**config.mk**
```make
export PLATFORM = sky130hd
export DESIGN_NAME = ghost_collision_unit_flat
export DESIGN_NICKNAME = d
export VERILOG_FILES = /design/src/rtl/ghost_collision_unit_if.sv /design/src/rtl/ghost_collision_unit.sv /design/src/flat_wrapper.sv
export SDC_FILE = /design/constraint.sdc
export NUM_CORES = 1
export LEC_CHECK = 0
export ABC_AREA = 1
export CORE_MARGIN = 2
export CORE_UTILIZATION = 50
export CTS_CLUSTER_DIAMETER = 120
export DETAILED_ROUTE_END_ITERATION = 10
export GPL_TIMING_DRIVEN = 0
export PLACE_DENSITY = 0.75
export SLEW_MARGIN = 20
export SYNTH_ARGS = -nofsm -noshare
export SYNTH_HDL_FRONTEND = slang
export SYNTH_SLANG_ARGS = --single-unit
```
**constraint.sdc**
```tcl
create_clock -name clk -period 6.5 [get_ports clk]
set_input_delay 1.3 -clock clk [delete_from_list [all_inputs] [get_ports clk]]
set_output_delay 1.3 -clock clk [all_outputs]
set_load 0.01 [all_outputs]
```
**src/rtl/ghost_collision_unit_if.sv**
```systemverilog
// ghost_collision_unit_if
//   Event channel from the collision unit to the game-state controller.
//   One event is transferred on each cycle where evt_valid and evt_ready are both high.
//
//   Signals:
//     evt_valid  master->slave  event available
//     evt_ready  slave->master  consumer accepts the event
//     evt_id     master->slave  index of the ghost in the event
//     evt_eaten  master->slave  1 = ghost eaten, 0 = Pac-Man killed
//
//   NUM_GHOSTS must match the value given to the attached ghost_collision_unit,
//   because it sets the width of evt_id.
interface ghost_collision_unit_if #(
    parameter int NUM_GHOSTS = 4
);
    localparam int ID_W = (NUM_GHOSTS > 1) ? $clog2(NUM_GHOSTS) : 1;

    logic            evt_valid;
    logic            evt_ready;
    logic [ID_W-1:0] evt_id;
    logic            evt_eaten;

    modport master (output evt_valid, output evt_id, output evt_eaten, input evt_ready);
    modport slave  (input evt_valid, input evt_id, input evt_eaten, output evt_ready);
endinterface

```
**src/rtl/ghost_collision_unit.sv**
```systemverilog
// ghost_collision_unit
//   Frame-synchronous collision manager for NUM_GHOSTS ghosts against Pac-Man.
//   A frame tick snapshots all positions. The unit then scans one ghost per cycle and
//   reports each hit ghost as one event over a valid/ready channel. The reports go out
//   in ascending ghost index order.
//
//   Optional feature macro: COLLISION_HOLDOFF_EN
//     defined   - a ghost that produced an event is ignored for the next
//                 HOLDOFF_FRAMES accepted ticks.
//     undefined - no hold counters; every scan reports every ghost in contact.
//
//   Ports:
//     clk, rst_n            clock, synchronous active-low reset
//     frame_tick            one-cycle pulse that starts a scan
//     pacman_x/y            Pac-Man position
//     ghost_x/y             packed ghost positions, ghost i at [i*COORD_W +: COORD_W]
//     ghost_en              ghost active (an inactive ghost never hits)
//     ghost_fright          ghost frightened (a hit means the ghost is eaten)
//     evt                   event channel (master side)
//     busy                  FSM not in IDLE
//     scan_done             one-cycle pulse when a frame is fully processed
//     overrun               sticky, set when frame_tick arrives while busy
module ghost_collision_unit #(
    parameter int NUM_GHOSTS     = 4,
    parameter int COORD_W        = 10,
    parameter int HIT_SIZE       = 16,
    parameter int HOLDOFF_FRAMES = 30
) (
    input  logic                          clk,
    input  logic                          rst_n,
    input  logic                          frame_tick,
    input  logic [COORD_W-1:0]            pacman_x,
    input  logic [COORD_W-1:0]            pacman_y,
    input  logic [NUM_GHOSTS*COORD_W-1:0] ghost_x,
    input  logic [NUM_GHOSTS*COORD_W-1:0] ghost_y,
    input  logic [NUM_GHOSTS-1:0]         ghost_en,
    input  logic [NUM_GHOSTS-1:0]         ghost_fright,
    ghost_collision_unit_if.master        evt,
    output logic                          busy,
    output logic                          scan_done,
    output logic                          overrun
);
    localparam int IDX_W = (NUM_GHOSTS > 1) ? $clog2(NUM_GHOSTS) : 1;
    localparam logic [IDX_W-1:0] LAST_IDX = IDX_W'(NUM_GHOSTS - 1);

    typedef enum logic [1:0] {IDLE, SCAN, REPORT} state_t;

    state_t                               state_q, state_d;
    logic [IDX_W-1:0]                     idx_q, idx_d;
    logic [NUM_GHOSTS-1:0]                hit_q, hit_d;       // ghosts still to report
    logic [NUM_GHOSTS-1:0]                type_q, type_d;     // latched event type per ghost
    logic [NUM_GHOSTS-1:0]                elig_q, elig_d;
    logic [NUM_GHOSTS-1:0]                fright_q, fright_d;
    logic [COORD_W-1:0]                   px_q, px_d, py_q, py_d;
    logic [NUM_GHOSTS-1:0][COORD_W-1:0]   gx_q, gx_d, gy_q, gy_d;
    logic                                 scan_done_q, scan_done_d;
    logic                                 overrun_q, overrun_d;

`ifdef COLLISION_HOLDOFF_EN
    localparam int HOLD_W = $clog2(HOLDOFF_FRAMES + 1);
    logic [NUM_GHOSTS-1:0][HOLD_W-1:0]    hold_q, hold_d;
`endif

    // Distance check for the ghost selected by idx_q.
    logic [COORD_W-1:0] gx_cur, gy_cur, dx, dy;
    logic               hit_now;

    always_comb begin
        gx_cur  = gx_q[idx_q];
        gy_cur  = gy_q[idx_q];
        // Subtract the smaller operand from the larger, so 0 vs max is a large distance, not 1.
        dx      = (gx_cur >= px_q) ? (gx_cur - px_q) : (px_q - gx_cur);
        dy      = (gy_cur >= py_q) ? (gy_cur - py_q) : (py_q - gy_cur);
        hit_now = elig_q[idx_q] && (32'(dx) < HIT_SIZE) && (32'(dy) < HIT_SIZE);
    end

    // The lowest pending ghost is reported first.
    logic [IDX_W-1:0] sel_id;

    always_comb begin
        sel_id = '0;
        for (int i = NUM_GHOSTS - 1; i >= 0; i--) begin
            if (hit_q[i]) sel_id = IDX_W'(i);
        end
    end

    always_comb begin
        state_d     = state_q;
        idx_d       = idx_q;
        hit_d       = hit_q;
        type_d      = type_q;
        elig_d      = elig_q;
        fright_d    = fright_q;
        px_d        = px_q;
        py_d        = py_q;
        gx_d        = gx_q;
        gy_d        = gy_q;
        scan_done_d = 1'b0;
        // A tick that arrives outside IDLE is dropped and flagged.
        overrun_d   = overrun_q | (frame_tick && (state_q != IDLE));
`ifdef COLLISION_HOLDOFF_EN
        hold_d      = hold_q;
`endif

        case (state_q)
            IDLE: begin
                if (frame_tick) begin
                    px_d     = pacman_x;
                    py_d     = pacman_y;
                    gx_d     = ghost_x;
                    gy_d     = ghost_y;
                    fright_d = ghost_fright;
                    for (int i = 0; i < NUM_GHOSTS; i++) begin
`ifdef COLLISION_HOLDOFF_EN
                        // Eligibility uses the count from before this tick's decrement.
                        // A ghost loaded with N therefore sits out exactly N ticks.
                        elig_d[i] = ghost_en[i] && (hold_q[i] == '0);
                        if (hold_q[i] != '0) hold_d[i] = hold_q[i] - HOLD_W'(1);
`else
                        elig_d[i] = ghost_en[i];
`endif
                    end
                    idx_d   = '0;
                    hit_d   = '0;
                    state_d = SCAN;
                end
            end

            SCAN: begin
                if (hit_now) begin
                    hit_d[idx_q]  = 1'b1;
                    type_d[idx_q] = fright_q[idx_q];
`ifdef COLLISION_HOLDOFF_EN
                    hold_d[idx_q] = HOLD_W'(HOLDOFF_FRAMES);
`endif
                end
                if (idx_q == LAST_IDX) begin
                    // hit_d includes the result for the final ghost.
                    if (hit_d != '0) begin
                        state_d = REPORT;
                    end else begin
                        scan_done_d = 1'b1;
                        state_d     = IDLE;
                    end
                end else begin
                    idx_d = idx_q + IDX_W'(1);
                end
            end

            REPORT: begin
                if (evt.evt_ready) begin
                    hit_d[sel_id] = 1'b0;
                    if (hit_d == '0) begin
                        scan_done_d = 1'b1;
                        state_d     = IDLE;
                    end
                end
            end

            default: state_d = IDLE;
        endcase
    end

    always_ff @(posedge clk) begin
        if (!rst_n) begin
            state_q     <= IDLE;
            idx_q       <= '0;
            hit_q       <= '0;
            type_q      <= '0;
            elig_q      <= '0;
            fright_q    <= '0;
            px_q        <= '0;
            py_q        <= '0;
            gx_q        <= '0;
            gy_q        <= '0;
            scan_done_q <= 1'b0;
            overrun_q   <= 1'b0;
`ifdef COLLISION_HOLDOFF_EN
            hold_q      <= '0;
`endif
        end else begin
            state_q     <= state_d;
            idx_q       <= idx_d;
            hit_q       <= hit_d;
            type_q      <= type_d;
            elig_q      <= elig_d;
            fright_q    <= fright_d;
            px_q        <= px_d;
            py_q        <= py_d;
            gx_q        <= gx_d;
            gy_q        <= gy_d;
            scan_done_q <= scan_done_d;
            overrun_q   <= overrun_d;
`ifdef COLLISION_HOLDOFF_EN
            hold_q      <= hold_d;
`endif
        end
    end

    // The event fields only change on a handshake, because the pending mask only
    // changes then. evt_eaten is gated so that a stale type does not show when idle.
    assign evt.evt_valid = (state_q == REPORT);
    assign evt.evt_id    = sel_id;
    assign evt.evt_eaten = (state_q == REPORT) && type_q[sel_id];
    assign busy          = (state_q != IDLE);
    assign scan_done     = scan_done_q;
    assign overrun       = overrun_q;
endmodule

```
**src/flat_wrapper.sv**
```systemverilog
// flat-port wrapper written by rule: the top's interface ports become plain ports
module ghost_collision_unit_flat 
#(
    parameter int NUM_GHOSTS     = 4,
    parameter int COORD_W        = 10,
    parameter int HIT_SIZE       = 16,
    parameter int HOLDOFF_FRAMES = 30
)
  (clk, rst_n, frame_tick, pacman_x, pacman_y, ghost_x, ghost_y, ghost_en, ghost_fright, busy, scan_done, overrun, evt_evt_valid, evt_evt_id, evt_evt_eaten, evt_evt_ready);
  ghost_collision_unit_if #(.NUM_GHOSTS(NUM_GHOSTS)) evt_i ();
  input  logic clk;
  input  logic rst_n;
  input  logic frame_tick;
  input  logic [COORD_W-1:0] pacman_x;
  input  logic [COORD_W-1:0] pacman_y;
  input  logic [NUM_GHOSTS*COORD_W-1:0] ghost_x;
  input  logic [NUM_GHOSTS*COORD_W-1:0] ghost_y;
  input  logic [NUM_GHOSTS-1:0] ghost_en;
  input  logic [NUM_GHOSTS-1:0] ghost_fright;
  output logic busy;
  output logic scan_done;
  output logic overrun;
  output wire logic [$bits(evt_i.evt_valid)-1:0] evt_evt_valid;
  output wire logic [$bits(evt_i.evt_id)-1:0] evt_evt_id;
  output wire logic [$bits(evt_i.evt_eaten)-1:0] evt_evt_eaten;
  input wire logic [$bits(evt_i.evt_ready)-1:0] evt_evt_ready;
  assign evt_evt_valid = evt_i.evt_valid;
  assign evt_evt_id = evt_i.evt_id;
  assign evt_evt_eaten = evt_i.evt_eaten;
  assign evt_i.evt_ready = evt_evt_ready;
  ghost_collision_unit #(.NUM_GHOSTS(NUM_GHOSTS), .COORD_W(COORD_W), .HIT_SIZE(HIT_SIZE), .HOLDOFF_FRAMES(HOLDOFF_FRAMES)) u_core (.clk(clk), .rst_n(rst_n), .frame_tick(frame_tick), .pacman_x(pacman_x), .pacman_y(pacman_y), .ghost_x(ghost_x), .ghost_y(ghost_y), .ghost_en(ghost_en), .ghost_fright(ghost_fright), .evt(evt_i), .busy(busy), .scan_done(scan_done), .overrun(overrun));
endmodule
```
==> flow_summary.ini <==
[run_status]
outcome = completed

[placed_design]
dpl-instance-area_mm2 = 0.00868
gp_congestion = 0.918
hpwl_um = 16300
io_buffers = 117

[worst_setup_path]
critPathRequiredTime_ns = 6.85
path_class = reg2reg
worstPathMaxFanout = 10
critPathLaunchType = flop
r2r-end = u_core.state_q[1]$_SDFFE_PN0P_
crit_path_end_kind = flop
r2r_cells = 26
rrSetupSlack_ns = 2.24
worst_r2r_startpoint = u_core.idx_q[0]$_SDFFE_PN0P_
crit_arrival_ns = 4.61

[sta]
setup_viol = 0
period_minus_slack_ns = 4.26
grt_setup_unrepaired = false
fin_crit_sh_pct = 65.5
hold_viol_final = 0
slew_viol_final = 0
setup_tns_ns = 0
worst_slew_pin_slew_ns = 0.668
relSlewSlack_pct = 55.5
fin_worst_skew_ns = 0.00913
max_freq_mhz = 235

[pwr]
fin_total_pwr_uw = 3170
leakage_uw = 0.00413
peakVddDrop_mv = 0.225
power_density_mw_per_mm2 = 342

[floorplanning]
initial_utilization_pct = 50.7
die-height_um = 125
core_mm2 = 0.0144
num_io_pins = 119
rows = 44
dieArea_mm2 = 0.0155
die_x_um = 125

[synthesis]
synth_top_flop_cell = dfxtp_1
synthCells = 1128
synthTopCellsByArea = dfxtp_1, nand2_1, nor2_1
synth_top_area_share_pct = 33.5
yosysTopAreaCell = dfxtp_1
synth_nets = 1287
ys_seq_area_share_pct = 33.5
syn_area_per_cell_um2 = 6.46
synth.distinct_cells = 44
synthArstFlopShare_pct = 0
ys_warn_count = 0
ys_ff_latch = 122
synth_edf_count = 0
synth_area_mm2 = 0.00728

[finish]
final_util_pct = 64.6
nFillCells = 1368
n_antenna_cell = 0
fin_area_mm2 = 0.00928
multi_input_area_mm2 = 0.00416
areaGrowthSynthToFinish_pct = 27.4
drive_above_1_share_pct = 4.78
nets = 1423
seq_area_mm2 = 0.00244

[global_route]
track_usage_pct = 27.2
grt_max_degree = 17
grt_pass1_vias = 7227
grt_overflow_total = 0
antenna_found_initial = 0
grt_pass1_wl_um = 34300

[clocking]
clock-sinks = 122
numCtsBuffers = 17
clk_pin_slew_ns = 0.06
ctsLongestPathBuffers = 2
cts-root-buf = clkbuf_16
cts_tree = done
postCtsHoldBufs = 0
post_cts_buffers = 0
htree_levels = 4
cts_resized = 0
clkLatencyLatePin_ns = 0.43

[detailed_routing]
ant_nets = 0
via_per_inst = 5.14
wl_per_cell_um = 14.2
vias = 7515
dr.pass1.iters = 6
drcViolationCount = 0
drt_iter0_drc = 523
drt-total-wl_um = 20800

[min_path]
hp-class = reg2reg
hold_end = u_core.px_q[9]$_SDFFE_PN0P_
worstHoldStart = u_core.px_q[9]$_SDFFE_PN0P_
holdPathStages = 2

[job]
maxCapViolCount = 0
==> where the power goes <==
group | internal [uW] | total [uW] | switching [uW] | leakage (uW)
Sequential | 827 | 871 | 43.7 | 0.00101
Clock | 572 | 947 | 375 | 0.000276
Combinational | 491 | 1360 | 864 | 0.00285
Total | 1890 | 3170 | 1280 | 0.00413
==> cell usage in the layout, fill, tap and decap left out, drive strengths merged, types with 2 or more instances in the layout <==
cell,instances
a31oi,3
clkdlybuf4s50,117
nand3,41
o21ai,128
inv,122
o211ai,2
bufinv,2
a21oi,76
buf,10
nand2,248
o22ai,3
nor2,235
a211oi,2
dfxtp,122
o21bai,2
nand4,7
clkinvlp,4
a32oi,18
clkbuf,61
ha,47
clkinv,5
and3,2
xor2,7
nor3,4
==> worst max-delay path by stage <==
stage,startpoint,end,slack (ns),depth (start not counted)
6_report,u_core.idx_q[0]$_SDFFE_PN0P_,u_core.state_q[1]$_SDFFE_PN0P_,2.24,26
5_1_grt,u_core.idx_q[0]$_SDFFE_PN0P_,u_core.state_q[1]$_SDFFE_PN0P_,1.73,26
4_1_cts,u_core.idx_q[0]$_SDFFE_PN0P_,u_core.state_q[1]$_SDFFE_PN0P_,2.31,26
3_5_place_dp,u_core.idx_q[0]$_SDFFE_PN0P_,u_core.state_q[1]$_SDFFE_PN0P_,2.39,26
3_3_place_gp,u_core.idx_q[0]$_SDFFE_PN0P_,u_core.scan_done$_SDFF_PN0_,2.40,20
2_1_floorplan,u_core.idx_q[0]$_SDFFE_PN0P_,u_core.state_q[1]$_SDFFE_PN0P_,3.32,21
==> worst max-delay path: stages, from the launching register on <==
cell	delay, ns
dfxtp_1	0.34
clkbuf_1	0.23
inv_1	0.12
buf_2	0.23
buf_1	0.39
nand2_1	0.19
a32oi_1	0.42
ha_1	0.32
buf_2	0.17
nand2_1	0.07
nand2_1	0.07
nand2_1	0.06
nand2_1	0.06
inv_1	0.05
nand2_1	0.07
a21oi_2	0.27
nand2_1	0.09
nand2_1	0.08
xnor2_1	0.15
nand2_1	0.09
nor2_2	0.22
nand3_1	0.11
nand2_1	0.08
nor2_1	0.06
nand2_1	0.06
nand2_1	0.05
a21oi_1	0.11
==> synth_stat cells, types with 2 or more instances <==
master / count
nand2_1: 240
nor2_1: 230
o21ai_0: 126
dfxtp_1: 122
inv_1: 114
a21oi_1: 74
ha_1: 47
clkbuf_1: 43
nand3_1: 40
a32oi_1: 18
nand2_2: 7
xor2_1: 7
nand4_1: 6
buf_1: 4
buf_6: 4
nor2_2: 4
a31oi_1: 3
o22ai_1: 3
a211oi_1: 2
a21oi_2: 2
and3_1: 2
buf_2: 2
clkinv_1: 2
inv_2: 2
nor3_1: 2
o211ai_1: 2
o21ai_1: 2
o21bai_1: 2
==> per-layer routing <==
metal,part of all wire (%),vias up,global-route usage [%]
li1,-,3898,-
met1,46,3381,35.3
met2,46,202,45.1
met3,4.7,34,3.87
met4,2.9,0,11.7
met5,0,-,0
==> layout make-up <==
class | count | share of cell area, %
multi-input combinational | 834 | 44.8
sequential | 122 | 26.3
timing repair buffer | 117 | 12.6
inverter | 119 | 4.84
clock buffer | 18 | 4.63
buffer | 53 | 2.50
tap | 184 | 2.48
clock inverter | 14 | 1.75
==> sequential cells by signal, summed over array words and instances, names as in the netlist <==
name	cells
u_core.gx_q	40
u_core.gy_q	40
u_core.px_q	10
u_core.py_q	10
u_core.elig_q	4
u_core.fright_q	4
u_core.hit_q	4
u_core.type_q	4
u_core.idx_q	2
u_core.state_q	2
u_core.overrun	1
u_core.scan_done	1
==> through the flow <==
stage,hold slack [ns],setup WS (ns),instances
floorplan,0.430,3.32,1128
detailed placement,0.453,2.39,1429
global route,0.490,1.73,1461
global placement,0.450,2.40,1429
CTS,0.468,2.31,1461
finish,0.466,2.24,1461
==> logic make-up (layout without fill, tap and decap cells) <==
logic type | after synthesis | in the layout | share of synthesized area (%)
flip-flops | 122 | 122 | 33.5
XOR/XNOR | 8 | 8 | 0.962
AO/OA/AOI/OAI | 238 | 238 | 17.9
adder cells (fa/ha/maj) | 47 | 47 | 8.08
AND/OR/NAND/NOR | 541 | 541 | 30.2
buffers and inverters | 172 | 321 | 9.35
Power figures use the tool's default switching activity.
